<file path="src/rtl/vga_timing_pkg.sv">
// Shared timing defaults, derived active-area offsets and lock FSM encoding
// for the VGA sync decoder.
package vga_timing_pkg;

  localparam int DEF_H_TOTAL     = 800;
  localparam int DEF_H_SYNC      = 96;
  localparam int DEF_H_BP        = 48;
  localparam int DEF_H_ACTIVE    = 640;
  localparam int DEF_V_TOTAL     = 525;
  localparam int DEF_V_SYNC      = 2;
  localparam int DEF_V_BP        = 33;
  localparam int DEF_V_ACTIVE    = 480;
  localparam int DEF_LOCK_FRAMES = 2;

  localparam int H_START = DEF_H_SYNC + DEF_H_BP;
  localparam int V_START = DEF_V_SYNC + DEF_V_BP;

  // Recovered counters are 10 bits wide and stick at all-ones when sync vanishes.
  localparam logic [9:0] CNT_MAX = 10'd1023;

  typedef enum logic [1:0] {
    ST_SEARCH  = 2'd0,
    ST_ACQUIRE = 2'd1,
    ST_LOCKED  = 2'd2
  } lock_state_e;

  function automatic logic [9:0] sat_inc(input logic [9:0] value);
    return (value == CNT_MAX) ? value : value + 10'd1;
  endfunction

endpackage

</file>
<file path="src/rtl/vga_edge_det.sv">
// Samples an active-low sync line on each pixel strobe and flags the
// high-to-low transition against the previously registered sample.
module vga_edge_det (
  input  logic clk_i,
  input  logic rst_ni,
  input  logic en_i,
  input  logic sync_i,
  output logic fall_o
);

  logic sync_q;

  // Idle level of an active-low sync is high, so reset to 1 to avoid a false edge.
  always_ff @(posedge clk_i or negedge rst_ni) begin
    if (!rst_ni) begin
      sync_q <= 1'b1;
    end else if (en_i) begin
      sync_q <= sync_i;
    end
  end

  assign fall_o = en_i & sync_q & ~sync_i;

endmodule

</file>
<file path="src/rtl/vga_sync_decoder.sv">
// Recovers VGA raster position from hSync/vSync, qualifies timing lock and
// reports length errors. Optional pixel probe enabled by defining VGA_PROBE_EN.
module vga_sync_decoder
  import vga_timing_pkg::*;
#(
  parameter int H_TOTAL     = DEF_H_TOTAL,
  parameter int H_SYNC      = DEF_H_SYNC,
  parameter int H_BP        = DEF_H_BP,
  parameter int H_ACTIVE    = DEF_H_ACTIVE,
  parameter int V_TOTAL     = DEF_V_TOTAL,
  parameter int V_SYNC      = DEF_V_SYNC,
  parameter int V_BP        = DEF_V_BP,
  parameter int V_ACTIVE    = DEF_V_ACTIVE,
  parameter int LOCK_FRAMES = DEF_LOCK_FRAMES
) (
  input  logic        clock,
  input  logic        clear,
  input  logic        pix_en,
  input  logic        hSync,
  input  logic        vSync,
  input  logic [3:0]  red,
  input  logic [3:0]  green,
  input  logic [3:0]  blue,
  output logic [9:0]  hCount,
  output logic [9:0]  vCount,
  output logic        bright,
  output logic [9:0]  pix_x,
  output logic [9:0]  pix_y,
  output logic        locked,
  output logic        h_err,
  output logic        v_err,
  output logic [15:0] frame_cnt,
  input  logic [9:0]  probe_x,
  input  logic [9:0]  probe_y,
  output logic [11:0] probe_rgb,
  output logic        probe_valid
);

  localparam logic [9:0]  H_LINE_LAST  = 10'(H_TOTAL - 1);
  localparam logic [9:0]  V_FRAME_LAST = 10'(V_TOTAL - 1);
  localparam logic [9:0]  H_LO         = 10'(H_SYNC + H_BP);
  localparam logic [9:0]  V_LO         = 10'(V_SYNC + V_BP);
  localparam logic [10:0] H_HI         = 11'(H_SYNC + H_BP + H_ACTIVE);
  localparam logic [10:0] V_HI         = 11'(V_SYNC + V_BP + V_ACTIVE);
  localparam logic [7:0]  LOCK_N       = 8'(LOCK_FRAMES);

  logic        h_fall;
  logic        v_fall;
  logic [9:0]  hcount_q, hcount_d;
  logic [9:0]  vcount_q, vcount_d;
  lock_state_e state_q, state_d;
  logic [7:0]  good_q, good_d;
  logic        frame_bad_q, frame_bad_d;
  logic        h_err_q, h_err_d;
  logic        v_err_q, v_err_d;
  logic [15:0] frame_cnt_q, frame_cnt_d;
  logic        fcnt_inc;
  logic        sync_lost;
  logic        line_ok;
  logic        frame_ok;
  logic        line_bad;
  logic        frame_good;
  logic        h_in;
  logic        v_in;

  vga_edge_det u_hsync_det (
    .clk_i  (clock),
    .rst_ni (clear),
    .en_i   (pix_en),
    .sync_i (hSync),
    .fall_o (h_fall)
  );

  vga_edge_det u_vsync_det (
    .clk_i  (clock),
    .rst_ni (clear),
    .en_i   (pix_en),
    .sync_i (vSync),
    .fall_o (v_fall)
  );

  // Raster counters: lines are counted on hSync falls, frames restart on vSync falls.
  always_comb begin
    hcount_d = hcount_q;
    vcount_d = vcount_q;
    if (h_fall) begin
      hcount_d = '0;
      vcount_d = v_fall ? '0 : sat_inc(vcount_q);
    end else if (pix_en) begin
      hcount_d = sat_inc(hcount_q);
    end
  end

  // At a fall the counters still hold the last index of the finished line/frame.
  assign line_ok    = (hcount_q == H_LINE_LAST);
  assign frame_ok   = (vcount_q == V_FRAME_LAST);
  assign line_bad   = h_fall & ~line_ok;
  assign frame_good = ~frame_bad_q & ~line_bad & frame_ok;
  assign sync_lost  = pix_en & (hcount_d == CNT_MAX);

  assign frame_bad_d = v_fall ? 1'b0 : (frame_bad_q | line_bad);

  always_ff @(posedge clock or negedge clear) begin
    if (!clear) begin
      hcount_q    <= '0;
      vcount_q    <= '0;
      frame_bad_q <= 1'b0;
    end else begin
      hcount_q    <= hcount_d;
      vcount_q    <= vcount_d;
      frame_bad_q <= frame_bad_d;
    end
  end

  always_ff @(posedge clock or negedge clear) begin
    if (!clear) begin
      state_q <= ST_SEARCH;
      good_q  <= '0;
    end else begin
      state_q <= state_d;
      good_q  <= good_d;
    end
  end

  always_comb begin
    state_d = state_q;
    good_d  = good_q;
    if (sync_lost) begin
      state_d = ST_SEARCH;
      good_d  = '0;
    end else begin
      case (state_q)
        ST_SEARCH: begin
          if (v_fall) begin
            state_d = ST_ACQUIRE;
            good_d  = '0;
          end
        end
        ST_ACQUIRE: begin
          if (v_fall) begin
            if (!frame_good) begin
              good_d = '0;
            end else if (good_q + 8'd1 >= LOCK_N) begin
              state_d = ST_LOCKED;
              good_d  = '0;
            end else begin
              good_d = good_q + 8'd1;
            end
          end
        end
        ST_LOCKED: begin
          if (line_bad || (v_fall && !frame_ok)) begin
            state_d = ST_ACQUIRE;
            good_d  = '0;
          end
        end
        default: begin
          state_d = ST_SEARCH;
          good_d  = '0;
        end
      endcase
    end
  end

  always_comb begin
    locked   = (state_q == ST_LOCKED);
    h_err_d  = 1'b0;
    v_err_d  = 1'b0;
    fcnt_inc = 1'b0;
    if (state_q == ST_LOCKED && !sync_lost) begin
      h_err_d  = line_bad;
      v_err_d  = v_fall & ~frame_ok;
      fcnt_inc = v_fall;
    end
  end

  assign frame_cnt_d = fcnt_inc ? frame_cnt_q + 16'd1 : frame_cnt_q;

  // Error flags are re-evaluated every clock so they last exactly one cycle.
  always_ff @(posedge clock or negedge clear) begin
    if (!clear) begin
      h_err_q     <= 1'b0;
      v_err_q     <= 1'b0;
      frame_cnt_q <= '0;
    end else begin
      h_err_q     <= h_err_d;
      v_err_q     <= v_err_d;
      frame_cnt_q <= frame_cnt_d;
    end
  end

  assign h_in   = (hcount_q >= H_LO) && ({1'b0, hcount_q} < H_HI);
  assign v_in   = (vcount_q >= V_LO) && ({1'b0, vcount_q} < V_HI);
  assign bright = h_in & v_in;
  assign pix_x  = bright ? hcount_q - H_LO : '0;
  assign pix_y  = bright ? vcount_q - V_LO : '0;

  assign hCount    = hcount_q;
  assign vCount    = vcount_q;
  assign h_err     = h_err_q;
  assign v_err     = v_err_q;
  assign frame_cnt = frame_cnt_q;

`ifdef VGA_PROBE_EN
  logic        probe_hit;
  logic [11:0] probe_rgb_q;
  logic        probe_valid_q;

  assign probe_hit = locked & bright & (pix_x == probe_x) & (pix_y == probe_y);

  always_ff @(posedge clock or negedge clear) begin
    if (!clear) begin
      probe_rgb_q   <= '0;
      probe_valid_q <= 1'b0;
    end else begin
      probe_valid_q <= pix_en & probe_hit;
      if (pix_en && probe_hit) begin
        probe_rgb_q <= {red, green, blue};
      end
    end
  end

  assign probe_rgb   = probe_rgb_q;
  assign probe_valid = probe_valid_q;
`else
  logic unused_probe_inputs;
  assign unused_probe_inputs = ^{red, green, blue, probe_x, probe_y};
  assign probe_rgb   = '0;
  assign probe_valid = 1'b0;
`endif

endmodule
</file>
<file path="config.mk">
export PLATFORM = sky130hd
export DESIGN_NAME = vga_sync_decoder
export DESIGN_NICKNAME = d
export VERILOG_FILES = /design/src/rtl/vga_timing_pkg.sv /design/src/rtl/vga_edge_det.sv /design/src/rtl/vga_sync_decoder.sv
export SDC_FILE = /design/constraint.sdc
export NUM_CORES = 1
export LEC_CHECK = 0
export CAP_MARGIN = 20
export CORE_MARGIN = 3
export CORE_UTILIZATION = 50
export DETAILED_ROUTE_END_ITERATION = 6
export GPL_TIMING_DRIVEN = 1
export PLACE_DENSITY = 0.87
export SLEW_MARGIN = 20
export SYNTH_ARGS = -nofsm -noshare
export SYNTH_HDL_FRONTEND = slang
export SYNTH_SLANG_ARGS = --single-unit
</file>
<file path="constraint.sdc">
create_clock -name clock -period 6.4 [get_ports clock]
set_input_delay 1.28 -clock clock [delete_from_list [all_inputs] [get_ports clock]]
set_output_delay 1.28 -clock clock [all_outputs]
set_load 0.02 [all_outputs]
</file>
After elaboration in Yosys (flattened, before gate mapping)
Cells that the tools add are included.
- logic and storage cells: 87
- register bits: 51
- bits of input ports: 37
- magnitude comparators: 5
- multiplexer cells: 25
- reduce and logical (&&, ||, !) cells: 11
- eq/ne operators: 13
- add/sub/neg operators: 6
- bitwise logic cells: 17
- operators by type and width (cell ; number):
    $mux W10 ; 7
    $eq A10 B10 Y1 const B ; 5
    $mux W8 ; 6
    $pmux W8 S3 ; 1
    $add A10 B1 Y10 const B ; 2
    $lt A10 B10 Y1 const B ; 2
    $add A16 B1 Y16 const B ; 1
    $mux W2 ; 6
    $ne A3 B3 Y1 const B ; 4
    $and A1 B1 Y1 ; 10
    $ge A10 B6 Y1 const B ; 1
    $ge A10 B8 Y1 const B ; 1
    $sub A10 B6 Y10 const B ; 1
    $sub A10 B8 Y10 const B ; 1
    $add A8 B1 Y8 const B ; 1
    $ge A8 B2 Y1 const B ; 1
    $not A1 Y1 ; 6
    $pmux W2 S3 ; 1
    $reduce_and A5 Y1 ; 1
    $logic_and A1 B1 Y1 ; 4
    $mux W1 ; 4
    $ne A3 B1 Y1 const B ; 1
    $reduce_and A3 Y1 ; 1
    $eq A2 B1 Y1 const B ; 1
    7 further kinds ; 8

Longest topological paths before layout
- depth after elaboration: 10
- depth in mapped cells: 9
- depth with buffers taken out: 9

Hierarchy
From an unflattened synthesis, not the netlist that was laid out.
- cells, all modules: 357
- area, all modules: 3194.3 µm²
- by module, submodules not included (module ; cells each ; instances ; area an instance (µm²)):
    vga_sync_decoder ; 351 ; 1 ; 3091.7
    vga_edge_det ; 3 ; 2 ; 51.3

Worst setup path after synthesis
No wires, ideal clock.
- kind: reg2out
- start: register vcount_q[0], in the netlist vCount[0]
- end: output pix_y[5]
- path buffers: 1
- arrival time: 2.246 ns
- cell stages (with the launch flop): 7
- setup slack: 2.874 ns
- cell sequence: dfrtp_1 -> ha_1 -> or4_1 -> o2bb2ai_1 -> o211ai_1 -> buf_2 -> nor3_1
- cells in the longest elaborated chain, start to end: 4
- RTL lines (item ; line ; RTL):
    from (decl) ; vga_sync_decoder.sv:50 ; logic [9:0] vcount_q, vcount_d;
    from (signal assigned) ; vga_sync_decoder.sv:110 ; vcount_q <= vcount_d;
    $ge A10 B6 Y1 or $lt A10 B10 Y1 (tied branches) ; vga_sync_decoder.sv:193 ; assign v_in = (vcount_q >= V_LO) && ({1'b0, vcount_q} < V_HI);
    $logic_and A1 B1 Y1 ; vga_sync_decoder.sv:193 ;
    $and A1 B1 Y1 ; vga_sync_decoder.sv:194 ; assign bright = h_in & v_in;
    $mux W10 (*) ; vga_sync_decoder.sv:196 ; assign pix_y = bright ? vcount_q - V_LO : '0;
    to (decl) ; vga_sync_decoder.sv:28 ; output logic [9:0] pix_y,
Every way passes the cells marked *; elsewhere a longest branch is shown, timed or not.

Worst setup path after layout
Ends and elaborated chain as after synthesis.

==> flow_summary.ini <==
[synthesis]
synth_largest_type_area_fraction = 0.373
adder_cell_share_of_the_synthesized_area = 0.0381
synth_area_sq_um = 3280
post_synthesis_sequential_area_ratio = 0.389
syn-mean-instance-area_sq_um = 8.90
synth.lib_cells_used.distinct = 54
post_synth_mux_area_share = 0.0133
post_synth_and_or_nand_nor_area_fraction = 0.284
synth-main-ff-cell = sky130_fd_sc_hd__dfrtp_1
synth-async-reset-ratio = 1.00
synth.top_cells.by_area = sky130_fd_sc_hd__dfrtp_1, sky130_fd_sc_hd__nor2_1, sky130_fd_sc_hd__buf_4
yosys_warnings = 0
syn_inst = 369
combinational_family_with_the_most_area_after_synthesis = simple AND/OR/NAND/NOR gates
synth_area_in_compound_gates = 0.104
synth_top_area_cell = sky130_fd_sc_hd__dfrtp_1
ff_latch_count_synth = 51
edff_count_synth = 0
synthXorXnorAreaFrac = 0.0880

[clock_network]
cts_sinks = 51
tritoncts_clock_tree = yes
clk_pin_slew_ps = 110
post_cts_resized = 0
insertion_delay_ps = 310
cts_inserted_buffers = 5
htreeDepth = 2
cts-root-buf = sky130_fd_sc_hd__clkbuf_8
cts_hold_buf = 0
clock_tree.buffer_depth = 2
post-cts-setup-buffers = 0

[pwr]
irDropWorstVdd_mv = 0.205
cellLeakagePower_uw = 0.00176
cellPowerDensity_nw_per_um2 = 208

[cells_and_area]
final_core_utilization = 0.646
syn_to_final_growth_pct = 20.5
drive_gt1_frac = 0.0613
finalNetCount = 470
antennaDiodeCount = 0
filler_cell_count = 517

[detailed_routing]
post_drt_via_cell_ratio = 5.65
dr_total_vias = 2817
totalWireLength_microns = 7290
antenna_left = 0
drt_pre_antenna_iters = 4
detail_route.drc_violations = 0
drtIter0Drc = 158
drt-wirelength-per-cell_microns = 14.6

[setup_path]
critical_path_class = register to output pin
crit_required_ps = 5120
setup.worst_path.end_class = output pin
reg2regPathDepth = 8
regToRegSetupSlack_ps = 3870
worst_r2r_startpoint = hCount[4]$_DFF_PN0_
cp.arrival_ps = 3170
critical_path.max_fanout = 19
critical_path.startpoint_type = register
r2r_end = frame_cnt[1]$_DFFE_PN0P_

[floorplanning]
ioPinCount = 110
floorplan.initialDensity = 0.536
design.core.area_sq_um = 6130
die-width_microns = 87.0
chipHeight_microns = 87.0
design.die.area_sq_um = 7570
std_cell_rows = 28

[placement]
gpl.final_weighted_congestion = 0.913
dp_hpwl_microns = 5270
port_buffer_count = 64

[timing]
max_slew_violation_total_from_the_final_report = 0
rsz_0062_raised_after_global_routing = no
timing.slew.headroom = 0.578
timing.hold.ws_ps = 492
timing.final.hold_violations = 0
finalWorstPathRequiredPeriod_ps = 4450
tightest_slew_ps = 633
report.final.setup_viol = 0
fin_skew_ps = 12.3
fmax_ghz = 0.225
fin_setup_tns_ps = 0
layout_worst_path_cycle_share = 0.696

[worst_hold_path]
hold_path_end = frame_cnt[15]$_DFFE_PN0P_
worst_hold_path.num_cells = 1
hold_path_class = register to register
hold_path_startpoint = frame_cnt[15]$_DFFE_PN0P_

[job]
max-cap-violations = 0

[global_routing]
grt_pass1_vias = 2592
overflow = 0
antenna_found_initial = 0
grt_util_all_layers = 0.198
grt_first_pass_wirelength_microns = 12200
largest_net_degree_at_the_start_of_global_routing = 52

[status]
outcome = finished clean
[sequential cells by signal, summed over array words and instances, names as in the netlist, 2 cells and up]
signal / count
state_q: 2
hCount: 10
frame_cnt: 16
vCount: 10
good_q: 8
[layout make-up]
type | instances | area [sq um] | share of cell area
sequential | 51 | 1280 | 0.323
clock buffer | 5 | 68.8 | 0.0174
multi-input combinational | 284 | 1780 | 0.451
timing repair buffer | 66 | 651 | 0.164
clock inverter | 3 | 26.3 | 0.00664
tap | 75 | 93.8 | 0.0237
inverter | 15 | 56.3 | 0.0142
[worst max-delay path by stage]
stage / from / to / cells past startpoint
2_1_floorplan: vCount[0]$_DFFE_PN0P_ / pix_y[5] / 6
3_3_place_gp: vCount[0]$_DFFE_PN0P_ / pix_y[5] / 9
3_5_place_dp: vCount[0]$_DFFE_PN0P_ / pix_y[5] / 9
4_1_cts: vCount[0]$_DFFE_PN0P_ / pix_y[5] / 9
5_1_grt: vCount[0]$_DFFE_PN0P_ / pix_x[7] / 9
6_report: vCount[0]$_DFFE_PN0P_ / pix_y[5] / 9
[cell usage in the layout, fill, tap and decap left out, types with 6 or more instances in the layout]
cell,n
sky130_fd_sc_hd__nor4_1,6
sky130_fd_sc_hd__nand3b_1,6
sky130_fd_sc_hd__o21ai_0,11
sky130_fd_sc_hd__clkdlybuf4s50_1,63
sky130_fd_sc_hd__a21oi_1,16
sky130_fd_sc_hd__ha_1,10
sky130_fd_sc_hd__dfrtp_1,49
sky130_fd_sc_hd__nand3_1,12
sky130_fd_sc_hd__xnor2_1,16
sky130_fd_sc_hd__conb_1,13
sky130_fd_sc_hd__and2_1,7
sky130_fd_sc_hd__or3_1,6
sky130_fd_sc_hd__inv_1,15
sky130_fd_sc_hd__nor3_1,11
sky130_fd_sc_hd__nand2_1,30
sky130_fd_sc_hd__nor2_1,52
sky130_fd_sc_hd__xor2_1,17
sky130_fd_sc_hd__nand4_1,12
[where the power goes]
| part | switching, uW | total [uW] | leakage, uW | internal (uW) |
|---|---|---|---|---|
| Combinational | 132 | 226 | 0.00102 | 94.1 |
| Sequential | 50.9 | 398 | 0.000689 | 347 |
| Clock | 119 | 200 | 0.0000491 | 80.7 |
[metal layers]
metal,up-vias,share of wire,track usage
li1,1363,-,-
met1,1389,0.46,0.270
met2,58,0.49,0.329
met4,0,0.0092,0.0411
met5,-,0,0
met3,7,0.040,0.0397
[synth_stat cells, types with 7 or more instances]
master and number:
sky130_fd_sc_hd__nand2_1 30, sky130_fd_sc_hd__ha_1 10, sky130_fd_sc_hd__o21ai_0 11, sky130_fd_sc_hd__nor2_1 52
sky130_fd_sc_hd__buf_4 21, sky130_fd_sc_hd__xnor2_1 16, sky130_fd_sc_hd__nand3_1 12, sky130_fd_sc_hd__nand4_1 12
sky130_fd_sc_hd__dfrtp_1 49, sky130_fd_sc_hd__and2_1 7, sky130_fd_sc_hd__inv_1 15, sky130_fd_sc_hd__a21oi_1 16
sky130_fd_sc_hd__nor3_1 11, sky130_fd_sc_hd__xor2_1 17
[metrics by stage]
stage	instances	setup WS [ps]	power (uW)	area, sq um
floorplan	381	2870	557	3330
global placement	491	2330	623	3860
detailed placement	491	2320	629	3860
CTS	499	1950	829	3960
global route	499	1790	877	3960
finish	499	1950	824	3960
[worst max-delay path, stage by stage, from the launching register on]
cell and delay (ps):
sky130_fd_sc_hd__dfrtp_1 460, sky130_fd_sc_hd__ha_1 320, sky130_fd_sc_hd__or4_1 580, sky130_fd_sc_hd__nand2_1 160, sky130_fd_sc_hd__nand2_1 90, sky130_fd_sc_hd__o2bb2ai_1 150, sky130_fd_sc_hd__o211ai_1 170, sky130_fd_sc_hd__buf_4 310
sky130_fd_sc_hd__nor3_1 80, sky130_fd_sc_hd__clkdlybuf4s50_1 540
[logic make-up after synthesis]
logic type / count (synthesis)
AOI/OAI and AO/OA: 50
xor gates and xnor gates: 33
adders and majority gates: 10
buffers and inverters: 46
DFF: 51
muxes: 4
other: 1
and+or+nand+nor: 174
(Power assumes the default switching activity.)
